$ cat config.mk
export PLATFORM = sky130hd
export DESIGN_NAME = ap_ctrl_driver
export DESIGN_NICKNAME = d
export VERILOG_FILES = /design/src/rtl/ap_ctrl_pkg.sv /design/src/rtl/ap_ctrl_ts_fifo.sv /design/src/rtl/ap_ctrl_driver.sv
export SDC_FILE = /design/constraint.sdc
export NUM_CORES = 1
export LEC_CHECK = 0
export CAP_MARGIN = 25
export CORE_MARGIN = 3
export CORE_UTILIZATION = 60
export DETAILED_ROUTE_END_ITERATION = 6
export PLACE_DENSITY = 0.84
export SLEW_MARGIN = 20
export SYNTH_ARGS = -nofsm -noshare
export SYNTH_HDL_FRONTEND = slang
export SYNTH_SLANG_ARGS = --single-unit
export TNS_END_PERCENT = 10
$ cat constraint.sdc
create_clock -name clock -period 13.7 [get_ports clock]
set_clock_uncertainty 0.1 [all_clocks]
set_input_delay 3.425 -clock clock [delete_from_list [all_inputs] [get_ports clock]]
set_output_delay 3.425 -clock clock [all_outputs]
set_load 0.02 [all_outputs]
$ cat src/rtl/ap_ctrl_pkg.sv
// Shared FSM encoding and default widths for the ap_ctrl_hs traffic driver.
package ap_ctrl_pkg;

  localparam int CNT_W_DEF = 32;
  localparam int TXN_W_DEF = 16;
  localparam int DEPTH_DEF = 4;
  localparam int GAP_W     = 8;

  typedef enum logic [1:0] {
    IDLE  = 2'd0,
    START = 2'd1,
    GAP   = 2'd2,
    DRAIN = 2'd3
  } state_t;

endpackage

$ cat src/rtl/ap_ctrl_ts_fifo.sv
// Start-timestamp FIFO: one entry per accepted start still waiting for its done.
module ap_ctrl_ts_fifo #(
  parameter int DEPTH = 4,
  parameter int W     = 32
) (
  input  logic         clock,
  input  logic         reset,
  input  logic         push,
  input  logic         pop,
  input  logic [W-1:0] wdata,
  output logic [W-1:0] rdata,
  output logic         full,
  output logic         empty
);

  localparam int AW = $clog2(DEPTH);

  logic [W-1:0] mem [DEPTH];
  logic [AW:0]  wr_ptr;
  logic [AW:0]  rd_ptr;

  // Extra pointer bit tells full from empty when the index bits match.
  assign empty = (wr_ptr == rd_ptr);
  assign full  = (wr_ptr[AW] != rd_ptr[AW]) && (wr_ptr[AW-1:0] == rd_ptr[AW-1:0]);
  assign rdata = mem[rd_ptr[AW-1:0]];

  always_ff @(posedge clock or negedge reset) begin
    if (!reset) begin
      wr_ptr <= '0;
      rd_ptr <= '0;
    end else begin
      if (push && !full)
        wr_ptr <= wr_ptr + (AW+1)'(1);
      if (pop && !empty)
        rd_ptr <= rd_ptr + (AW+1)'(1);
    end
  end

  always_ff @(posedge clock) begin
    if (push && !full)
      mem[wr_ptr[AW-1:0]] <= wdata;
  end

endmodule

$ cat src/rtl/ap_ctrl_driver.sv
// ap_ctrl_hs traffic driver: launches a run of starts and collects start-to-done latency.
// Define AP_CONTINUE_EN to drive ap_continue from sink_ready; otherwise ap_continue is tied high.
module ap_ctrl_driver
  import ap_ctrl_pkg::*;
#(
  parameter int CNT_W = CNT_W_DEF,
  parameter int TXN_W = TXN_W_DEF,
  parameter int DEPTH = DEPTH_DEF
) (
  input  logic             clock,
  input  logic             reset,
  input  logic             cfg_valid,
  output logic             cfg_ready,
  input  logic [TXN_W-1:0] cfg_num_txn,
  input  logic [7:0]       cfg_gap,
  output logic             ap_start,
  input  logic             ap_ready,
  input  logic             ap_done,
  output logic             ap_continue,
  input  logic             sink_ready,
  output logic             busy,
  output logic             finish,
  output logic [TXN_W-1:0] txn_started,
  output logic [TXN_W-1:0] txn_done,
  output logic [CNT_W-1:0] lat_min,
  output logic [CNT_W-1:0] lat_max,
  output logic [CNT_W-1:0] lat_sum,
  output logic             proto_err
);

  // state | meaning
  // IDLE  | waiting for a run command, statistics held
  // START | ap_start offered while timestamp FIFO has room
  // GAP   | idle spacing after an accepted start
  // DRAIN | all starts issued, waiting for the remaining dones
  state_t state, state_nxt;

  logic [CNT_W-1:0] cyc;
  logic [TXN_W-1:0] num_q;
  logic [GAP_W-1:0] gap_q;
  logic [GAP_W-1:0] gap_cnt;
  logic [CNT_W-1:0] ts_head;
  logic [CNT_W-1:0] latency;
  logic [CNT_W:0]   sum_ext;
  logic fifo_full, fifo_empty;
  logic cfg_go, accept, done_evt, bypass, complete, orphan, last_txn;

`ifdef AP_CONTINUE_EN
  assign ap_continue = sink_ready;
`else
  logic sink_unused;
  assign sink_unused = sink_ready;
  assign ap_continue = 1'b1;
`endif

  assign cfg_go   = (state == IDLE) && cfg_valid;
  assign accept   = ap_start && ap_ready;
  assign done_evt = ap_done && ap_continue;
  assign bypass   = accept && done_evt && fifo_empty;
  assign complete = done_evt && (!fifo_empty || accept);
  assign orphan   = done_evt && fifo_empty && !accept;
  assign last_txn = ((txn_started + TXN_W'(1)) == num_q);
  // Subtraction wraps naturally, so a counter rollover mid-flight still gives the true latency.
  assign latency  = fifo_empty ? '0 : (cyc - ts_head);
  assign sum_ext  = {1'b0, lat_sum} + {1'b0, latency};
  assign busy     = (state != IDLE);

  ap_ctrl_ts_fifo #(
    .DEPTH (DEPTH),
    .W     (CNT_W)
  ) u_ts_fifo (
    .clock (clock),
    .reset (reset),
    .push  (accept && !bypass),
    .pop   (done_evt && !fifo_empty),
    .wdata (cyc),
    .rdata (ts_head),
    .full  (fifo_full),
    .empty (fifo_empty)
  );

  always_ff @(posedge clock or negedge reset) begin
    if (!reset) begin
      state <= IDLE;
      cyc   <= '0;
    end else begin
      state <= state_nxt;
      cyc   <= cyc + CNT_W'(1);
    end
  end

  always_comb begin
    state_nxt = state;
    cfg_ready = 1'b0;
    ap_start  = 1'b0;
    case (state)
      IDLE: begin
        cfg_ready = 1'b1;
        if (cfg_valid && (cfg_num_txn != '0))
          state_nxt = START;
      end
      START: begin
        ap_start = !fifo_full;
        if (accept) begin
          if (last_txn)
            state_nxt = DRAIN;
          else if (gap_q != '0)
            state_nxt = GAP;
        end
      end
      GAP: begin
        if (gap_cnt == GAP_W'(1))
          state_nxt = START;
      end
      DRAIN: begin
        if (txn_done == num_q)
          state_nxt = IDLE;
      end
      default: state_nxt = IDLE;
    endcase
  end

  always_ff @(posedge clock or negedge reset) begin
    if (!reset) begin
      num_q       <= '0;
      gap_q       <= '0;
      gap_cnt     <= '0;
      txn_started <= '0;
      txn_done    <= '0;
      lat_min     <= '1;
      lat_max     <= '0;
      lat_sum     <= '0;
      proto_err   <= 1'b0;
      finish      <= 1'b0;
    end else begin
      finish <= (cfg_go && (cfg_num_txn == '0)) || ((state == DRAIN) && (txn_done == num_q));
      if (cfg_go) begin
        num_q       <= cfg_num_txn;
        gap_q       <= cfg_gap;
        txn_started <= '0;
        txn_done    <= '0;
        lat_min     <= '1;
        lat_max     <= '0;
        lat_sum     <= '0;
        proto_err   <= 1'b0;
      end else begin
        if (accept) begin
          txn_started <= txn_started + TXN_W'(1);
          gap_cnt     <= gap_q;
        end else if (state == GAP) begin
          gap_cnt <= gap_cnt - GAP_W'(1);
        end
        if (complete) begin
          txn_done <= txn_done + TXN_W'(1);
          if (latency < lat_min)
            lat_min <= latency;
          if (latency > lat_max)
            lat_max <= latency;
          lat_sum <= sum_ext[CNT_W] ? '1 : sum_ext[CNT_W-1:0];
        end
        if (orphan)
          proto_err <= 1'b1;
      end
    end
  end

endmodule

==> metrics.txt <==
result of the run complete, no violations; endpoint class of the critical path register; post-synthesis cell area 18580 um2; Most used DFF post-synth dfrtp_1; drt total wl 46380 um; power share of the combinational group 0.258; depth of the worst hold-timing path 2; number of cells in the finished layout apart from fillers 2350; EDFF count, synth 128; clock buffer count from CTS 37; CP startpoint kind register; overall routing resource usage 0.2790; area taken by flip-flops and latches 8940 um2; Worst Reg2Reg Path Length in Cells 24; Cell variety after synth 79; cell with the most instances after synthesis nand2_1; Static Leakage 9.491 nW; Filler Cells Inserted 2015; overall via count from detail_route 14480; Switching Share 0.3051; largest stage delay on the critical path 0.59 ns; final slew viol count 0; first drt pass iteration count 5; data required time at the worst endpoint 14.04 ns; later-pin clock latency in the skew report 0.53 ns; main area contributors after synthesis dfrtp_1 (23%), edfxtp_1 (21%), ha_1 (9.0%); first-pass GRT wire length 75200 um; Seq/Total Area, Yosys 0.4811; peak ir drop on the vdd network 0.0001083 V; Synth area leader dfrtp_1; instance count of the mapped netlist 1785; RSZ-0062 raised after global routing no; post_cts resized 0; Yosys top cell area share 0.2290; internal power 2.129 mW; clock root buffer clkbuf_16; setup fix buffers added after clock tree synthesis 0; CTS clock-pin slew for the worst setup and hold paths 0.06 ns; Commonest cells post-synth nand2_1 (226), dfrtp_1 (170), ha_1 (134); Critical Path AT 7.90 ns; share of the clock period used by the worst path after layout 0.5513; number of diodes 0; total nets after synthesis 1951; Antenna Nets Post-Route 0; count of hold-fix buffers inserted at cts 0; minimum clock period after layout 7.553 ns; CP max FO 42; number of ports placed on the die boundary 164; layout net count 2097; launch instance of the worst min-delay path proto_err; final weighted congestion in routability-driven placement 0.9267; cell row count 63; placeable core region 30110 um2; highest-delay cell along the critical path mux4_2; die span in y 182.0 um; Avg Vias per Cell 6.163; antenna violations before repair 0; maximum number of buffers from clock root to sink 3; asr flop ratio synth 0.6121; post-route DRC violation count 0; fmax 0.1324 GHz; Port Buf Inserts 161; headroom to the max-slew limit 0.3349; share of final-layout standard cells stronger than drive strength 1 0.08929; number of maximum-capacitance violations 0; yosys synthesis warning count 0; number of register bits inferred by synthesis 330; combined area of the multi-input logic cells 8877 um2; # clock sinks 330; placed cells 2280; die area 33110 um2; Synth-to-Final Area Change 18.10%; worst setup path start u_ts_fifo.rd_ptr[0]; Final Hold Violating Endpoints 0; width of the chip 182.0 um; pwr/cell area 139.6 nW/um2; worst-case hold path end point proto_err; setup-violating endpoint count in the final report 0; count of H-tree levels built during CTS 2; synthesized area per cell 10.41 um2; remaining global-route overflow 0; slew at the pin closest to its max-slew limit 0.9977 ns; Worst R2R Setup Slack 6.15 ns; cell-by-cell trace of the critical path buf_4 > mux4_2 > inv_1 > ha_1 > a21oi_1 > o21ai_0 > a21oi_1 > a21oi_1 > nor2_1 > o21bai_1 > a31o_2 > a211o_1 > o22a_1 > xnor2_1 > nor2_1 > ha_1 > nand4_1 > or2_2 > or4_4 > o221a_1 > or2_2 > buf_12 > a211o_1 > a21oi_1; starting density of the core 0.6170; sequential share of power 0.378; Post-DP HPWL 32230 um; maximum number of pins on one net before global-route repair 106; clock network fraction of design power 0.364; TritonCTS clock tree built; Worst Setup Path Type register to register; critical path's most frequent cell a21oi_1; end of the worst register-to-register path lat_max[29]; average wire length per cell after detail routing 19.74 um; worst r2r src u_ts_fifo.rd_ptr[0]; min-delay worst type register to register; Setup Total Neg Slack 0 ns; switching pwr 934.8 uW; vias in the first global route 14160; First DRT Iteration DRCs 1296
worst max-delay path, delay by kind of cell (launching register included):
family	cells	cell delay, ns
AOI/OAI and AO/OA	11	2.43
and+or+nand+nor	6	1.94
buffers and inverters	3	0.89
adders and majority gates	2	0.67
muxes	1	0.59
xor gates and xnor gates	1	0.45
DFF	1	0.33
metal layers:
metal	track usage	vias up	wire length, um
met5	0	-	0
met1	0.4014	7113	20240
met2	0.4477	561	21760
met4	0.08318	0	1381
li1	-	6702	-
met3	0.03686	107	3000
logic make-up (layout without fill, tap and decap cells):
group / Yosys count / after routing / share of synthesized area
AND/OR/NAND/NOR: 535 / 535 / 0.1337
other: 1 / 1 / 0.0002018
flip-flops: 330 / 330 / 0.4811
buffers and inverters: 200 / 375 / 0.04263
XOR/XNOR: 152 / 152 / 0.07165
adder cells (fa/ha/maj): 138 / 138 / 0.09347
AO/OA/AOI/OAI: 389 / 389 / 0.1340
multiplexers: 40 / 40 / 0.04324
cell usage in the layout (no fill, tap or decap), drive strengths merged, types with 55 or more instances in the layout:
master | Yosys | final
a21oi | 104 | 104
clkdlybuf4s50 | 0 | 160
dfrtp | 170 | 170
edfxtp | 128 | 128
ha | 134 | 134
inv | 129 | 132
nand2 | 226 | 226
nand3 | 68 | 68
nor2 | 98 | 98
o21ai | 122 | 122
xnor2 | 97 | 97
xor2 | 55 | 55
power groups by stage:
stage	registers, mW	clock network (mW)	logic [mW]
3_5_place_dp	1.17	0	0.772
5_1_grt	1.17	1.17	0.865
2_1_floorplan	1.22	0	0.470
6_report	1.16	1.12	0.791
3_3_place_gp	1.17	0	0.755
4_1_cts	1.16	1.13	0.781
cell type report:
class / count / area share
sequential: 330 / 0.4074
timing repair buffer: 178 / 0.08057
clock inverter: 19 / 0.01477
tap: 390 / 0.02224
clock buffer: 49 / 0.04836
inverter: 129 / 0.02207
multi-input combinational: 1255 / 0.4046
sequential cells by signal (all words and copies together), names as in the netlist, 2 cells and up:
register          flops
u_ts_fifo.mem       128
cyc                  32
lat_max              32
lat_min              32
lat_sum              32
num_q                16
txn_done             16
txn_started          16
gap_cnt               8
gap_q                 8
u_ts_fifo.rd_ptr      3
u_ts_fifo.wr_ptr      3
state                 2
per-stage QoR:
| step | hold WS (ns) | cell area [um2] | total power [mW] | utilization | setup WS (ns) |
|---|---|---|---|---|---|
| floorplan | 0.3607 | 18580 | 1.691 | - | 7.440 |
| global placement | 0.3773 | 20520 | 1.928 | 0.6813 | 6.197 |
| detailed placement | 0.3802 | 20520 | 1.946 | 0.6813 | 6.021 |
| CTS | 0.3959 | 21900 | 3.064 | 0.7273 | 5.969 |
| global route | 0.4273 | 21940 | 3.200 | 0.7287 | 5.751 |
| finish | 0.3955 | 21940 | 3.064 | 0.7287 | 6.147 |
how the worst max path moves through the flow:
stage,cells past startpoint,end
6_report,24,lat_max[29]
5_1_grt,24,lat_max[1]
4_1_cts,23,lat_max[31]
3_5_place_dp,23,lat_max[31]
3_3_place_gp,23,lat_max[31]
2_1_floorplan,25,lat_max[28]
Power figures use the tool's default switching activity.
